$ cat src/rtl/instr_fetch_sequencer.sv
// Instruction fetch sequencer: drives the PC register controls, fetches from program
// memory over req/ack, and presents each fetched word to decode over valid/ready.
module instr_fetch_sequencer #(
    parameter int AW = 12,
    parameter int DW = 16
) (
    input  logic          clk,
    input  logic          reset,
    input  logic          run,
    input  logic [AW-1:0] pc_q,
    output logic          pc_hold,
    output logic          pc_increment,
    output logic          pc_load,
    output logic [AW-1:0] pc_d,
    output logic          mem_req,
    output logic [AW-1:0] mem_addr,
    input  logic          mem_ack,
    input  logic [DW-1:0] mem_rdata,
    output logic          instr_valid,
    input  logic          instr_ready,
    output logic [DW-1:0] instr_data,
    output logic [AW-1:0] instr_pc,
    input  logic          redirect,
    input  logic [AW-1:0] redirect_addr,
    output logic [1:0]    dbg_state
);

    // Handshakes: mem_req stays high (address stable) until the cycle mem_ack is seen;
    // an instruction is consumed in a cycle with instr_valid & instr_ready & !redirect.
    typedef enum logic [1:0] {
        IDLE  = 2'd0,
        FETCH = 2'd1,
        OUT   = 2'd2,
        DRAIN = 2'd3
    } state_t;

    state_t        state, state_nxt;
    logic [AW-1:0] fetch_addr;
    logic          capture;
    logic          redir;

    assign dbg_state = state;

    always_comb begin
        state_nxt    = state;
        pc_increment = 1'b0;
        pc_load      = 1'b0;
        pc_d         = '0;
        mem_req      = 1'b0;
        mem_addr     = '0;
        instr_valid  = 1'b0;
        capture      = 1'b0;
        redir        = redirect && (state != IDLE);

        if (redir) begin
            pc_load = 1'b1;
            pc_d    = redirect_addr;
        end

        case (state)
            IDLE: begin
                if (run) state_nxt = FETCH;
            end
            FETCH: begin
                mem_req  = 1'b1;
                mem_addr = pc_q;
                if (redir) begin
                    state_nxt = mem_ack ? FETCH : DRAIN;
                end else if (mem_ack) begin
                    capture      = 1'b1;
                    pc_increment = 1'b1;
                    state_nxt    = OUT;
                end
            end
            OUT: begin
                instr_valid = 1'b1;
                if (redir || instr_ready) state_nxt = FETCH;
            end
            DRAIN: begin
                mem_req  = 1'b1;
                mem_addr = fetch_addr;
                // Once the stale request completes there is nothing left to drain, even if
                // another redirect lands now; the PC load already carries the newest target.
                if (mem_ack) state_nxt = FETCH;
            end
            default: state_nxt = IDLE;
        endcase

        pc_hold = !(pc_increment || pc_load);
    end

    always_ff @(posedge clk or posedge reset) begin
        if (reset) begin
            state      <= IDLE;
            fetch_addr <= '0;
            instr_data <= '0;
            instr_pc   <= '0;
        end else begin
            state <= state_nxt;
            if (state == FETCH) fetch_addr <= pc_q;
            if (capture) begin
                instr_data <= mem_rdata;
                instr_pc   <= pc_q;
            end
        end
    end

endmodule

$ cat config.mk
export PLATFORM = sky130hd
export DESIGN_NAME = instr_fetch_sequencer
export DESIGN_NICKNAME = d
export VERILOG_FILES = /design/src/rtl/instr_fetch_sequencer.sv
export SDC_FILE = /design/constraint.sdc
export NUM_CORES = 1
export LEC_CHECK = 0
export CAP_MARGIN = 20
export CORE_ASPECT_RATIO = 1.75
export CORE_MARGIN = 5
export CORE_UTILIZATION = 39
export CTS_CLUSTER_SIZE = 10
export DETAILED_ROUTE_END_ITERATION = 12
export PLACE_DENSITY = 0.76
export SYNTH_ARGS = -nofsm -noshare
export SYNTH_HDL_FRONTEND = slang
export SYNTH_SLANG_ARGS = --single-unit
$ cat constraint.sdc
create_clock -name clk -period 1.8 [get_ports clk]
set_input_delay 0.36 -clock clk [delete_from_list [all_inputs] [get_ports clk]]
set_output_delay 0.36 -clock clk [all_outputs]
set_load 0.05 [all_outputs]
After elaboration in Yosys (flattened, before gate mapping) --
Index checks and enable logic that the tools add are counted.
Operators by class: equal/unequal tests 7, reduce and logical (&&, ||, !) cells 8, multiplexer cells 15
Operators by type and width (number):
- one-hot mux 12 bit (2 select lines) | 1
- 2-to-1 mux 12 bit | 1
- 2-to-1 mux 2 bit | 6
- one-hot mux 2 bit (4 select lines) | 1
- 2-to-1 mux 1 bit | 6
- inequality test 2 bit (second input constant) | 3
- == test 2 bit (second input constant) | 2
- AND reduction 4 bit | 1
- inequality test 3 bit (second input constant) | 1
- == test 2 x 1 -> 1 bit (second input constant) | 1
- zero test 2 bit | 1
- logical OR 1 bit | 2
- nonzero test 2 bit | 1
- OR reduction 2 bit | 1
- logical AND 1 bit | 1
- zero test 1 bit | 1
Word-level totals: bits of input ports 46, register bits after elaboration 42, word-level logic and storage cells 34

Longest topological paths before layout --
depth after elaboration 6, depth in mapped cells 4, mapped depth without buffers 2

Least setup slack after synthesis --
Ideal clock, no wire load.
path type flip-flop to output port, start register state[1], in the netlist dbg_state[1], end output pc_hold, path slack -524 ps, cell stages (with the launch flop) 5, arrival 1964 ps, path buffers 2, data required time 1440 ps, cells stage by stage dfrtp_1 -> buf_4 -> buf_2 -> nor2b_1 -> o22ai_1
On the way: longest elaborated chain between the ends 6, elaborated cells on any way between the ends 8, those cells by class 1 x eq/ne; 3 x mux; 4 x reduce/logical
RTL lines:
- from (decl) | line 37 | state_t state, state_nxt;
- from (signal assigned) | line 99 | state <= state_nxt;
- nonzero test 2 bit | line 53 | redir = redirect && (state != IDLE);
- logical AND 1 bit | line 53
- 2-to-1 mux 1 bit | line 67 | if (redir) begin
- 2-to-1 mux 1 bit | line 60 | case (state)
- logical OR 1 bit (*) | line 89 | pc_hold = !(pc_increment || pc_load);
- zero test 1 bit (*) | line 89
- to (decl) | line 11 | output logic pc_hold,
Every way passes the cells marked *; elsewhere a longest branch is shown, timed or not.

Final worst setup path --
start register state[1], in the netlist dbg_state[1], end output pc_d[3]
On the way: longest elaborated chain between the ends 3
RTL lines:
- nonzero test 2 bit | line 53
- logical AND 1 bit | line 53
- 2-to-1 mux 12 bit | line 55 | if (redir) begin
- to (decl) | line 14 | output logic [AW-1:0] pc_d,
Every way passes these cells.

==> metrics.txt <==
crit share post-route 99.0%; clock tree from TritonCTS built; die outline area 0.00659 sq mm; initial core utilization 39.6%; total CTS buffers 5; remaining number of nets flagged by the antenna check after routing 0; RD Place Congestion 0.682; number of top-level design ports 105; number of levels in the clock H-tree 2; Worst Skew 0.0125 ns; Syn Nets 187; fraction of power consumed by sequential logic 25.4%; initial DRC count 19; number of nets in the layout 304; critical path type reg2out; clk sink count 42; Fmax achieved 561 MHz; count of port buffers added during placement 104; Unique masters post-synth 20; number of core rows 34; growth of design area from synthesis to finish 82.2%; RSZ-0062 raised after global routing true; DR vias 1522; switching power as a share of total power 46.5%; number of antenna violations at the first check in global routing 0; post-synthesis area per instance 13.9 sq um; post-synthesis cell count 141; Final Max Slew Viols 0; most repeated cell in the gate-level netlist after synthesis sky130_fd_sc_hd__dfrtp_1; number of global-route vias before repair 1610; worst min path class in2async; fraction of layout instances using a drive strength above 1 56.4%; final sum of negative setup slack 0 ns; WL per Instance 16.4 um; core region area 0.00493 sq mm; CP arrival 1.42 ns; Data required, critical path 1.44 ns; post-synthesis instance area 0.00196 sq mm; synthesis-stage register bit count 42; slew of the pin with the lowest slew margin 0.610 ns; Leak 1.57 nW; wire length of the first global-routing pass 8.38 mm; Max Cap Viol 0; shortest period the worst path allows 1.78 ns; type of origin of the critical path flip-flop; worst skew pair latency 0.29 ns; status complete, no violations; clock transition at the registers of the reported paths 0.08 ns; Cell Pwr Density 1780 mW/mm^2; GRT Total Usage 15.9%; count of synthesis-stage warnings from yosys 0; clock tree buffer depth 2; horizontal extent of the die 63.5 um; top cells by area in the synthesized netlist sky130_fd_sc_hd__dfrtp_1, sky130_fd_sc_hd__mux2_2, sky130_fd_sc_hd__mux2i_1, sky130_fd_sc_hd__nor2b_1, sky130_fd_sc_hd__and2_1; maximum VDD drop 1220 uV; Post-CTS Hold Fix Bufs 0; area share of the largest cell type after synthesis 53.7%; maximum number of pins on one net before global-route repair 22; count of endpoints failing setup in the final report 0; Switching Power 2.96 mW; P_int 3.40 mW; combinational share of power 65.5%; cell area reported after detailed placement 0.00343 sq mm; number of hold violations in the final report 0; sequential-to-total area share from yosys stat 53.7%; Critical Path Sink Type output port; Clk pwr share 9.1%; worst slew margin relative to its limit 59.1%; Primary FF master, synth sky130_fd_sc_hd__dfrtp_1; first drt pass iteration count 4; HPWL after detailed placement 4.17 mm; EDFF count, synth 0; final standard cell area without fillers 0.00356 sq mm; drc violations 0; highest net fanout along the worst path 13; Avg Vias per Cell 4.86; Async S/R FF share, synth 100%; dominant cell type by area after synthesis sky130_fd_sc_hd__dfrtp_1; Root Buffer Master sky130_fd_sc_hd__clkbuf_8; vertical die dimension 104 um; number of diodes added for antenna fixing 0; total wirelength of the detailed-routed design 5.13 mm; Congestion Overflow GR 0; Synth top cells by count sky130_fd_sc_hd__dfrtp_1, sky130_fd_sc_hd__mux2_2, sky130_fd_sc_hd__nor2b_1
==> power groups by stage <==
stage / registers [mW] / logic [mW] / clock network [mW]
after floorplan: 2.75 / 1.40 / 0
after global placement: 1.62 / 4.11 / 0
after detailed placement: 1.64 / 4.16 / 0
after CTS: 1.62 / 4.21 / 0.600
after global routing: 1.69 / 4.33 / 0.639
final: 1.61 / 4.16 / 0.579
==> final cells by class <==
| type | instances | area, sq um |
|---|---|---|
| Timing Repair Buffer | 120 | 1460 |
| Fill cell | 341 | 1370 |
| Sequential cell | 42 | 1050 |
| Multi-Input combinational cell | 88 | 898 |
| Clock buffer | 7 | 76.3 |
| Tap cell | 54 | 67.6 |
| Clock inverter | 1 | 7.51 |
| Inverter | 1 | 3.75 |
==> placed cells by master (no fill, tap or decap) <==
cell type and instances:
sky130_fd_sc_hd__and3b_1 1, sky130_fd_sc_hd__nor2b_2 12, sky130_fd_sc_hd__mux2_1 5, sky130_fd_sc_hd__buf_4 38, sky130_fd_sc_hd__or3_1 1, sky130_fd_sc_hd__clkbuf_1 2
sky130_fd_sc_hd__mux2_2 35, sky130_fd_sc_hd__buf_6 2, sky130_fd_sc_hd__and4bb_4 1, sky130_fd_sc_hd__and2_4 12, sky130_fd_sc_hd__mux2i_1 10, sky130_fd_sc_hd__clkinv_1 1
sky130_fd_sc_hd__dfrtp_1 41, sky130_fd_sc_hd__clkinvlp_4 1, sky130_fd_sc_hd__clkdlybuf4s50_1 44, sky130_fd_sc_hd__o21a_1 1, sky130_fd_sc_hd__buf_12 35, sky130_fd_sc_hd__mux2i_2 2
sky130_fd_sc_hd__nand4b_1 1, sky130_fd_sc_hd__dfrtp_2 1, sky130_fd_sc_hd__nor2b_1 1, sky130_fd_sc_hd__dlygate4sd2_1 1, sky130_fd_sc_hd__and2b_1 2, sky130_fd_sc_hd__clkbuf_8 5
sky130_fd_sc_hd__or4b_4 1, sky130_fd_sc_hd__nand3b_1 2, sky130_fd_sc_hd__o22ai_2 1
==> metrics by stage <==
stage | util, % | power (mW) | cells | hold WS, ns | worst slack, ns
3_3_place_gp | 69.5 | 5.74 | 301 | 0.471 | -0.0343
2_1_floorplan | - | 4.15 | 141 | 0.480 | -0.138
4_1_cts | 72.0 | 6.42 | 313 | 0.376 | -0.0146
6_report | 72.2 | 6.36 | 313 | 0.366 | 0.0176
5_1_grt | 72.2 | 6.66 | 313 | 0.408 | -0.0411
3_5_place_dp | 69.5 | 5.80 | 301 | 0.480 | -0.0658
==> flip-flops by register name, summed over array words and instances, names as in the netlist <==
register,count
dbg_state,2
fetch_addr,12
instr_data,16
instr_pc,12
==> timing repair <==
item,4_1_cts,5_1_grt
buffers inserted,4,0
endpoints found under the setup margin,22,22
gates resized for setup,5,3
pin swaps,1,2
==> final timing paths <==
path                                                  from                    endpoint  slack [ns]  cells after the start
max in group asynchronous                            reset  instr_data[13]$_DFFE_PP0P_        0.95                      3
worst max register to register    dbg_state[1]$_DFFE_PP0P_   instr_data[1]$_DFFE_PP0P_        0.24                      4
worst min register to register  instr_data[12]$_DFFE_PP0P_  instr_data[12]$_DFFE_PP0P_        0.49                      1
worst max-delay path              dbg_state[1]$_DFFE_PP0P_                     pc_d[3]        0.02                      4
min in group clk                instr_data[12]$_DFFE_PP0P_  instr_data[12]$_DFFE_PP0P_        0.49                      1
worst min-delay path                                 reset   instr_data[2]$_DFFE_PP0P_        0.37                      2
==> critical path: stages (launching register included) <==
cell	delay [ns]
sky130_fd_sc_hd__dfrtp_2	0.47
sky130_fd_sc_hd__o21a_1	0.22
sky130_fd_sc_hd__buf_12	0.15
sky130_fd_sc_hd__and2_4	0.16
sky130_fd_sc_hd__buf_12	0.14
==> layer usage <==
metal  vias up  global-route usage, %  routed length [um]
met1       727                   17.3                1770
met5         -                      0                   0
met4         0                   5.35                  65
met3         4                   5.09                 444
li1        718                      -                   -
met2        73                   28.3                2850
==> cell families (layout without fill, tap and decap cells) <==
family	after synthesis	in the layout	synth area share, %
compound gates	2	2	0.704
buf+inv	11	129	4.09
flops	42	42	53.7
mux	52	52	29.2
simple gates	34	34	12.3
Power figures use the tool's default switching activity.
